File: src/rtl/dsp_pkg.sv
// Shared definitions for display cell-port initiators: address field widths,
// default screen geometry and the initiator state encoding.
package dsp_pkg;

    localparam int DSP_ROW_W    = 5;
    localparam int DSP_COL_W    = 7;
    localparam int DSP_ADDR_W   = DSP_ROW_W + DSP_COL_W;
    localparam int DSP_DATA_W   = 16;
    localparam int DSP_ROWS_DEF = 30;
    localparam int DSP_COLS_DEF = 80;

    typedef enum logic [2:0] {
        DSP_IDLE = 3'd0,
        DSP_RD   = 3'd1,
        DSP_WR   = 3'd2,
        DSP_FILL = 3'd3,
        DSP_DONE = 3'd4
    } dsp_state_t;

    // Cell address as seen by the slave: row in the upper field, column below.
    function automatic logic [DSP_ADDR_W-1:0] dsp_cell_addr(
        input logic [DSP_ROW_W-1:0] row,
        input logic [DSP_COL_W-1:0] col
    );
        return {row, col};
    endfunction

endpackage

File: src/rtl/dsp_cell_cnt.sv
// Row/column cell counter. load sets the row and clears the column; inc walks
// columns and wraps into the next row, holding on the last row.
module dsp_cell_cnt
    import dsp_pkg::*;
#(
    parameter int ROWS = DSP_ROWS_DEF,
    parameter int COLS = DSP_COLS_DEF
) (
    input  logic                 clk,
    input  logic                 reset,
    input  logic                 load,
    input  logic [DSP_ROW_W-1:0] load_row,
    input  logic                 inc,
    output logic [DSP_ROW_W-1:0] row,
    output logic [DSP_COL_W-1:0] col,
    output logic                 last_col,
    output logic                 last_row
);

    localparam logic [DSP_ROW_W-1:0] LAST_ROW = DSP_ROW_W'(ROWS - 1);
    localparam logic [DSP_COL_W-1:0] LAST_COL = DSP_COL_W'(COLS - 1);

    logic [DSP_ROW_W-1:0] row_reg, row_next;
    logic [DSP_COL_W-1:0] col_reg, col_next;

    assign row      = row_reg;
    assign col      = col_reg;
    assign last_col = (col_reg == LAST_COL);
    assign last_row = (row_reg == LAST_ROW);

    // Next counter value: load wins over increment; the row never passes the last row.
    always_comb begin
        row_next = row_reg;
        col_next = col_reg;
        if (load) begin
            row_next = load_row;
            col_next = '0;
        end else if (inc) begin
            if (last_col) begin
                col_next = '0;
                if (!last_row) begin
                    row_next = row_reg + 1'b1;
                end
            end else begin
                col_next = col_reg + 1'b1;
            end
        end
    end

    // Counter registers.
    always_ff @(posedge clk or posedge reset) begin
        if (reset) begin
            row_reg <= '0;
            col_reg <= '0;
        end else begin
            row_reg <= row_next;
            col_reg <= col_next;
        end
    end

endmodule

File: src/rtl/dsp_scroll.sv
// Scrolls the text screen up one row through the display cell port: copies
// rows 1..ROWS-1 into the row above, then fills the bottom row with a word.
module dsp_scroll
    import dsp_pkg::*;
#(
    parameter int ROWS = DSP_ROWS_DEF,
    parameter int COLS = DSP_COLS_DEF
) (
    input  logic                  clk,
    input  logic                  reset,
    input  logic                  start,
    input  logic [DSP_DATA_W-1:0] fill_data,
    output logic                  busy,
    output logic                  done,
    output logic [DSP_ADDR_W-1:0] addr,
    output logic                  en,
    output logic                  wr,
    input  logic                  wt,
    output logic [DSP_DATA_W-1:0] data_out,
    input  logic [DSP_DATA_W-1:0] data_in
);

    // A one-row screen has nothing to copy and goes straight to the fill pass.
    localparam logic [DSP_ROW_W-1:0] FIRST_ROW   = (ROWS > 1) ? DSP_ROW_W'(1) : '0;
    localparam dsp_state_t           FIRST_STATE = (ROWS > 1) ? DSP_RD : DSP_FILL;
    localparam logic [DSP_ROW_W-1:0] LAST_ROW    = DSP_ROW_W'(ROWS - 1);

    dsp_state_t            state_reg, state_next;
    logic [DSP_DATA_W-1:0] cap_reg;
    logic [DSP_DATA_W-1:0] fill_reg;

    logic                  cnt_load;
    logic [DSP_ROW_W-1:0]  cnt_load_row;
    logic                  cnt_inc;
    logic [DSP_ROW_W-1:0]  cnt_row;
    logic [DSP_COL_W-1:0]  cnt_col;
    logic                  cnt_last_col;
    logic                  cnt_last_row;
    logic [DSP_ROW_W-1:0]  prev_row;

    dsp_cell_cnt #(
        .ROWS(ROWS),
        .COLS(COLS)
    ) u_cnt (
        .clk      (clk),
        .reset    (reset),
        .load     (cnt_load),
        .load_row (cnt_load_row),
        .inc      (cnt_inc),
        .row      (cnt_row),
        .col      (cnt_col),
        .last_col (cnt_last_col),
        .last_row (cnt_last_row)
    );

    assign prev_row = cnt_row - 1'b1;

    // Next-state and counter control.
    always_comb begin
        state_next   = state_reg;
        cnt_load     = 1'b0;
        cnt_load_row = '0;
        cnt_inc      = 1'b0;
        unique case (state_reg)
            DSP_IDLE: begin
                if (start) begin
                    cnt_load     = 1'b1;
                    cnt_load_row = FIRST_ROW;
                    state_next   = FIRST_STATE;
                end
            end
            DSP_RD: begin
                if (!wt) begin
                    state_next = DSP_WR;
                end
            end
            DSP_WR: begin
                cnt_inc    = 1'b1;
                state_next = (cnt_last_col && cnt_last_row) ? DSP_FILL : DSP_RD;
            end
            DSP_FILL: begin
                cnt_inc = 1'b1;
                if (cnt_last_col) begin
                    state_next = DSP_DONE;
                end
            end
            DSP_DONE: begin
                state_next = DSP_IDLE;
            end
            default: begin
                state_next = DSP_IDLE;
            end
        endcase
    end

    // State register.
    always_ff @(posedge clk or posedge reset) begin
        if (reset) begin
            state_reg <= DSP_IDLE;
        end else begin
            state_reg <= state_next;
        end
    end

    // Fill word latched on an accepted start; read data captured when the slave releases wait.
    always_ff @(posedge clk or posedge reset) begin
        if (reset) begin
            fill_reg <= '0;
            cap_reg  <= '0;
        end else begin
            if (state_reg == DSP_IDLE && start) begin
                fill_reg <= fill_data;
            end
            if (state_reg == DSP_RD && !wt) begin
                cap_reg <= data_in;
            end
        end
    end

    // Bus outputs decoded from registered state and counters only.
    always_comb begin
        en       = 1'b0;
        wr       = 1'b0;
        addr     = '0;
        data_out = '0;
        busy     = 1'b0;
        done     = 1'b0;
        unique case (state_reg)
            DSP_RD: begin
                en   = 1'b1;
                busy = 1'b1;
                addr = dsp_cell_addr(cnt_row, cnt_col);
            end
            DSP_WR: begin
                en       = 1'b1;
                wr       = 1'b1;
                busy     = 1'b1;
                addr     = dsp_cell_addr(prev_row, cnt_col);
                data_out = cap_reg;
            end
            DSP_FILL: begin
                en       = 1'b1;
                wr       = 1'b1;
                busy     = 1'b1;
                addr     = dsp_cell_addr(LAST_ROW, cnt_col);
                data_out = fill_reg;
            end
            DSP_DONE: begin
                done = 1'b1;
            end
            default: begin
            end
        endcase
    end

endmodule

File: config.mk
export PLATFORM = sky130hd
export DESIGN_NAME = dsp_scroll
export DESIGN_NICKNAME = d
export VERILOG_FILES = /design/src/rtl/dsp_pkg.sv /design/src/rtl/dsp_cell_cnt.sv /design/src/rtl/dsp_scroll.sv
export SDC_FILE = /design/constraint.sdc
export NUM_CORES = 1
export LEC_CHECK = 0
export CORE_MARGIN = 5
export CORE_UTILIZATION = 45
export DETAILED_ROUTE_END_ITERATION = 8
export PLACE_DENSITY = 0.75
export RECOVER_POWER = 100
export SLEW_MARGIN = 5
export SYNTH_ARGS = -nofsm -noshare
export SYNTH_HDL_FRONTEND = slang
export SYNTH_SLANG_ARGS = --single-unit
File: constraint.sdc
create_clock -name clk -period 2.4 [get_ports clk]
set_clock_uncertainty 0.1 [all_clocks]
set_input_delay 0.36 -clock clk [delete_from_list [all_inputs] [get_ports clk]]
set_output_delay 0.36 -clock clk [all_outputs]
set_load 0.01 [all_outputs]
## Yosys cells after proc, flatten, opt, wreduce, memory -nomap -nowiden

Cells that the tools add are included.

| storage, ports and cells | value |
|---|---|
| output and inout bits | 32 |
| bits of input ports | 36 |
| logic and storage cells | 50 |
| register bits after elaboration | 47 |

| cells by class | value |
|---|---|
| add/sub/neg operators | 3 |
| eq/ne operators | 10 |
| muxes and demuxes | 21 |
| reduce and logical (&&, ||, !) cells | 11 |

Operators by type and width:

| operator | number |
|---|---|
| $pmux 12 s3 | 1 |
| $pmux 16 s2 | 1 |
| $mux 7 | 3 |
| $mux 5 | 4 |
| $pmux 3 s4 | 1 |
| $mux 3 | 3 |
| $ne 2x2->1 const B | 4 |
| $add 7x1->7 const B | 1 |
| $eq 7x7->1 const B | 1 |
| $mux 1 | 7 |
| $eq 3x2->1 const B | 2 |
| $reduce_and 3->1 | 2 |
| $add 5x1->5 const B | 1 |
| $eq 5x5->1 const B | 1 |
| $sub 5x1->5 const B | 1 |
| $reduce_bool 2->1 | 2 |
| $eq 3x1->1 const B | 1 |
| $eq 3x3->1 const B | 1 |
| $logic_and 1x1->1 | 3 |
| $logic_not 3->1 | 1 |
| $reduce_or 3->1 | 1 |
| $mux 2 | 1 |
| $reduce_or 2->1 | 1 |
| $logic_not 1->1 | 1 |

## Logic depth before layout (Yosys ltp)

| depth | value |
|---|---|
| depth in word-level cells | 5 |
| depth in mapped cells | 7 |
| mapped depth without buffers | 6 |

## Hierarchy

A second synthesis with hierarchy kept.

| unflattened totals | value |
|---|---|
| cell total of the unflattened synthesis | 230 |
| area, all modules | 2592.5 um^2 |

Modules (own cells, without submodules):

| module | seq. area each (um^2) | cells each | instances | area an instance (um^2) |
|---|---|---|---|---|
| dsp_scroll | 875.8 | 158 | 1 | 1893.1 |
| dsp_cell_cnt | 300.3 | 72 | 1 | 699.4 |

## Least setup slack after synthesis

No wires, ideal clock.

| path | value |
|---|---|
| kind | flip-flop to output port |
| start | reg state_reg[2] |
| end | out data_out[0] |
| buffers on the path | 3 |
| data arrival time | 1320 ps |
| cell stages (with the launch flop) | 6 |
| slack | 620 ps |
| cells stage by stage | dfrtp_1 buf_2 nand2b_1 clkbuf_1 clkbuf_1 nor2_1 |

| on the way | value |
|---|---|
| word-level cells in the longest chain between the ends | 2 |

Ends and longest elaborated chain:

| what | RTL line | source |
|---|---|---|
| from (decl) | dsp_scroll.sv:28 | `dsp_state_t state_reg, state_next;` |
| from (signal assigned) | dsp_scroll.sv:101 | `state_reg <= state_next;` |
| $eq 3x2->1 | dsp_scroll.sv:128 | `unique case (state_reg)` |
| $pmux 16 s2 (*) | dsp_scroll.sv:128 |  |
| to (decl) | dsp_scroll.sv:19 | `output logic [DSP_DATA_W-1:0] data_out,` |

Every way passes the cells marked *; elsewhere a longest branch is shown, timed or not.

## Worst setup path after layout

| path | value |
|---|---|
| start | reg state_reg[0] |
| end | out data_out[8] |

Same word-level chain as after synthesis.

==> metrics.md <==
| Metric | Value |
|---|---|
| Startpoint Class | register |
| Placer's final routability congestion estimate | about 0.84 |
| Worst skew pair latency | about 0.29 ns |
| GRT overflow | 0 |
| Worst-Margin Slew | approximately 0.85 ns |
| Slowest CP cell | dlygate4sd3_1 |
| Min Tclk post-route | around 2.3 ns |
| Maximum number of pins on one net before global-route repair | 24 |
| Share of layout cells above drive strength 1 | roughly a fifth |
| Power per Cell Area | ~1200 mW/mm^2 |
| RR Startpoint | state_reg[0]$_DFFE_PP0P_ |
| RSZ-0062 raised after global routing | false |
| Design Area, Final | 0.00342 mm^2 |
| Worst min-delay path endpoint | cap_reg[11]$_DFFE_PP0P_ |
| CTS sink count | 47 |
| Max Fanout on Critical Path | 13 |
| Ys async rst share | 100% |
| Worst path max stage delay | about 0.60 ns |
| Buf/Inv on CP | 2 |
| Via density | 5.29 |
| CTS max path bufs | 2 |
| Initial antenna violation count | 0 |
| Initial core utilization | between 40 and 50% |
| Syn avg cell area | 10.5 um^2 |
| EDFF count, synth | 0 |
| FF-to-FF path depth | 4 |
| Layout fillers | 475 |
| CP Data Required Time | ~1.9 ns |
| Average wire per standard cell | 15.4 um |
| CP arrival | about 1.9 ns |
| Count of cell types in the netlist | 40 |
| Port-buffer cells | 67 |
| Post-Synth Simple-Gate Area | between 10% and 20% |
| Register bit total from synthesis | 47 |
| RR Endpoint | fill_reg[12]$_DFFE_PP0P_ |
| Mapped Area | approximately 0.0025 mm^2 |
| Worst hold-check path type | register to register |
| Final ANT Viol Nets | 0 |
| Post-Synth XOR/XNOR Area | 0.346% |
| Root buffer cell | clkbuf_8 |
| Area after DPL | between 0.003 and 0.004 mm^2 |
| # IOs | 68 |
| All-Layer GR Usage | 16.9% |
| Post-synthesis adder-cell area fraction | between 1.5 and 2% |
| Synth Area in Compound Gates | under 10% |
| Gate Count Post-Synth | 240 |
| CTS tree | yes |
| Core Area | 0.00547 mm^2 |
| Total CTS buffers | 5 |
| Final period util | between 90% and 100% |
| Final slew viol count | 0 |
| Max_cap viols | 0 |
| First-pass GRT wire length | 9930 um |
| Die H | between 80 and 90 um |
| FMAX | between 400 and 500 MHz |
| Hold Path Depth | 1 |
| DRT Pass-1 Iters | 4 |
| Vias in the first global route | approximately 2,100 |
| # diodes | 0 |
| Row count | 27 |
| Clock Pin Slew Worst Setup and Hold Paths | 0.09 ns |
| Final #Nets | 354 |
| Die area | roughly 0.0072 mm^2 |
| H-tree depth | 2 |
| Largest family of logic cells by synthesized area | multiplexers |
| Area grow syn2layout | 35.3% |
| Max-slew headroom | between 40% and 50% |
| DRT iter0 DRCs | 51 |
| Detailed Route WL | 5940 um |
| Vias post-DR | about 2,000 |
| Status | finished clean |
| Remaining routing DRC violations | 0 |
| Hold Buf Count CTS | 0 |
| Mux cell area share after synthesis | about a fifth |
| Crit-path cells | buf_6, mux2i_1, nor2_1, dlygate4sd3_1 |
| Die Wd | 85.0 um |
| Crit path capture type | output pin |
| HP Start | cap_reg[11]$_DFFE_PP0P_ |
| Leak | ~1.5 nW |
| Reg-to-reg slack, setup | around 0.27 ns |
| Ys Warns | 0 |
| Final setup fails | 0 |
| HPWL after DPL | between 4000 and 5000 um |
| Setup TNS | 0 ns |
| Part of the Yosys area used for sequential elements | ~46% |
| Endpoints failing hold | 0 |
| Peak VDD IR | 689 uV |
| Primary FF master, synth | dfrtp_1 |
| Worst path top cell family by delay | buffers and inverters |
| WS Path Type | register to output pin |
| Net count after synthesis | between 200 and 300 |
==> through the flow <==
step | power, mW | cells | worst slack (ns) | utilization (%) | hold WS, ns
5_1_grt | 4.47 | 386 | 0.0101 | 62.5 | 0.426
6_report | 4.15 | 386 | 0.0621 | 62.5 | 0.409
3_5_place_dp | 3.63 | 375 | 0.127 | 60.6 | 0.395
3_3_place_gp | 3.58 | 375 | 0.218 | 60.6 | 0.389
4_1_cts | 4.22 | 382 | 0.00664 | 62.7 | 0.310
2_1_floorplan | 2.71 | 240 | 0.620 | - | 0.380
==> synth_stat cells (all sizes together) (2+ instances only) <==
cell type  number  share of area (%)
a211o           2               0.69
and2            7                1.7
nor2b           3               0.74
o21ai          17                3.4
buf            11                2.5
clkbuf          6               0.89
ha              4                2.0
a211oi          2               0.59
o31ai           2               0.59
mux2i          17                6.7
a21oi           6                1.2
nor3b           2               0.79
and3            5                1.2
nor4            2                1.1
dfrtp          47                 46
nand2b          4               0.99
nand3           5               0.99
mux2           32                 14
nor3            6                1.2
inv             8                1.2
nand4           3               0.74
nand2          11                1.6
nor2           24                3.6
a31oi           3               0.74
==> timing repair <==
action | CTS | global route
setup buffers | 0 | 4
endpoints found under the setup margin | 15 | 3
resized for setup | 6 | 6
==> worst reg2reg max path: cells and delay by family (launching register included) <==
kind          cells  cell delay, ns
mux               1            0.39
flops             1            0.48
buf+inv           2            0.65
simple gates      1            0.38
==> worst max path at each step <==
stage	from	endpoint	slack, ns	cells past startpoint
floorplan	state_reg[2]$_DFFE_PP0P_	data_out[0]	0.62	5
global placement	u_cnt.row[0]$_DFFE_PP0P_	addr[11]	0.22	7
detailed placement	u_cnt.row[1]$_DFFE_PP0P_	addr[11]	0.13	7
CTS	u_cnt.row[1]$_DFFE_PP0P_	addr[9]	0.007	6
global route	state_reg[0]$_DFFE_PP0P_	addr[4]	0.01	4
finish	state_reg[0]$_DFFE_PP0P_	data_out[8]	0.06	4
==> final cells by class <==
class	instances	area [um^2]	area share, %
inverter	9	33.8	0.987
sequential	47	1180	34.5
tap	72	90.1	2.63
clock inverter	1	30.0	0.878
multi-input combinational	167	1220	35.6
clock buffer	6	72.6	2.12
timing repair buffer	84	797	23.3
==> cell families (layout without fill, tap and decap cells) <==
logic type | Yosys count | count (layout)
fa+ha+maj | 4 | 4
xor+xnor | 1 | 1
flops | 47 | 47
buf+inv | 26 | 100
mux | 49 | 49
compound gates | 38 | 38
simple gates | 75 | 75
==> layout by cell type, fill, tap and decap left out, types with 7 or more instances in the layout <==
cell and count:
mux2i_1 17, dlygate4sd3_1 11, clkdlybuf4s50_1 52, dfrtp_1 43
buf_4 10, mux2_2 32, nand2_1 11, nor2_1 23
inv_1 7, o21ai_0 17
==> where the power goes <==
group	switching (mW)	leakage [nW]	total, mW	internal, mW
clock	0.254	0.0513	0.560	0.306
combinational	0.977	0.915	2.17	1.19
sequential	0.263	0.559	1.42	1.16
total	1.49	1.53	4.15	2.65
==> per-layer routing <==
layer | track usage [%] | wire length, um | up-vias
li1 | - | - | 989
met1 | 22.0 | 2620 | 971
met2 | 27.3 | 2800 | 76
met3 | 5.53 | 471 | 6
met4 | 4.17 | 44 | 0
met5 | 0 | 0 | -
No activity file was read; power rests on OpenSTA's default activity.
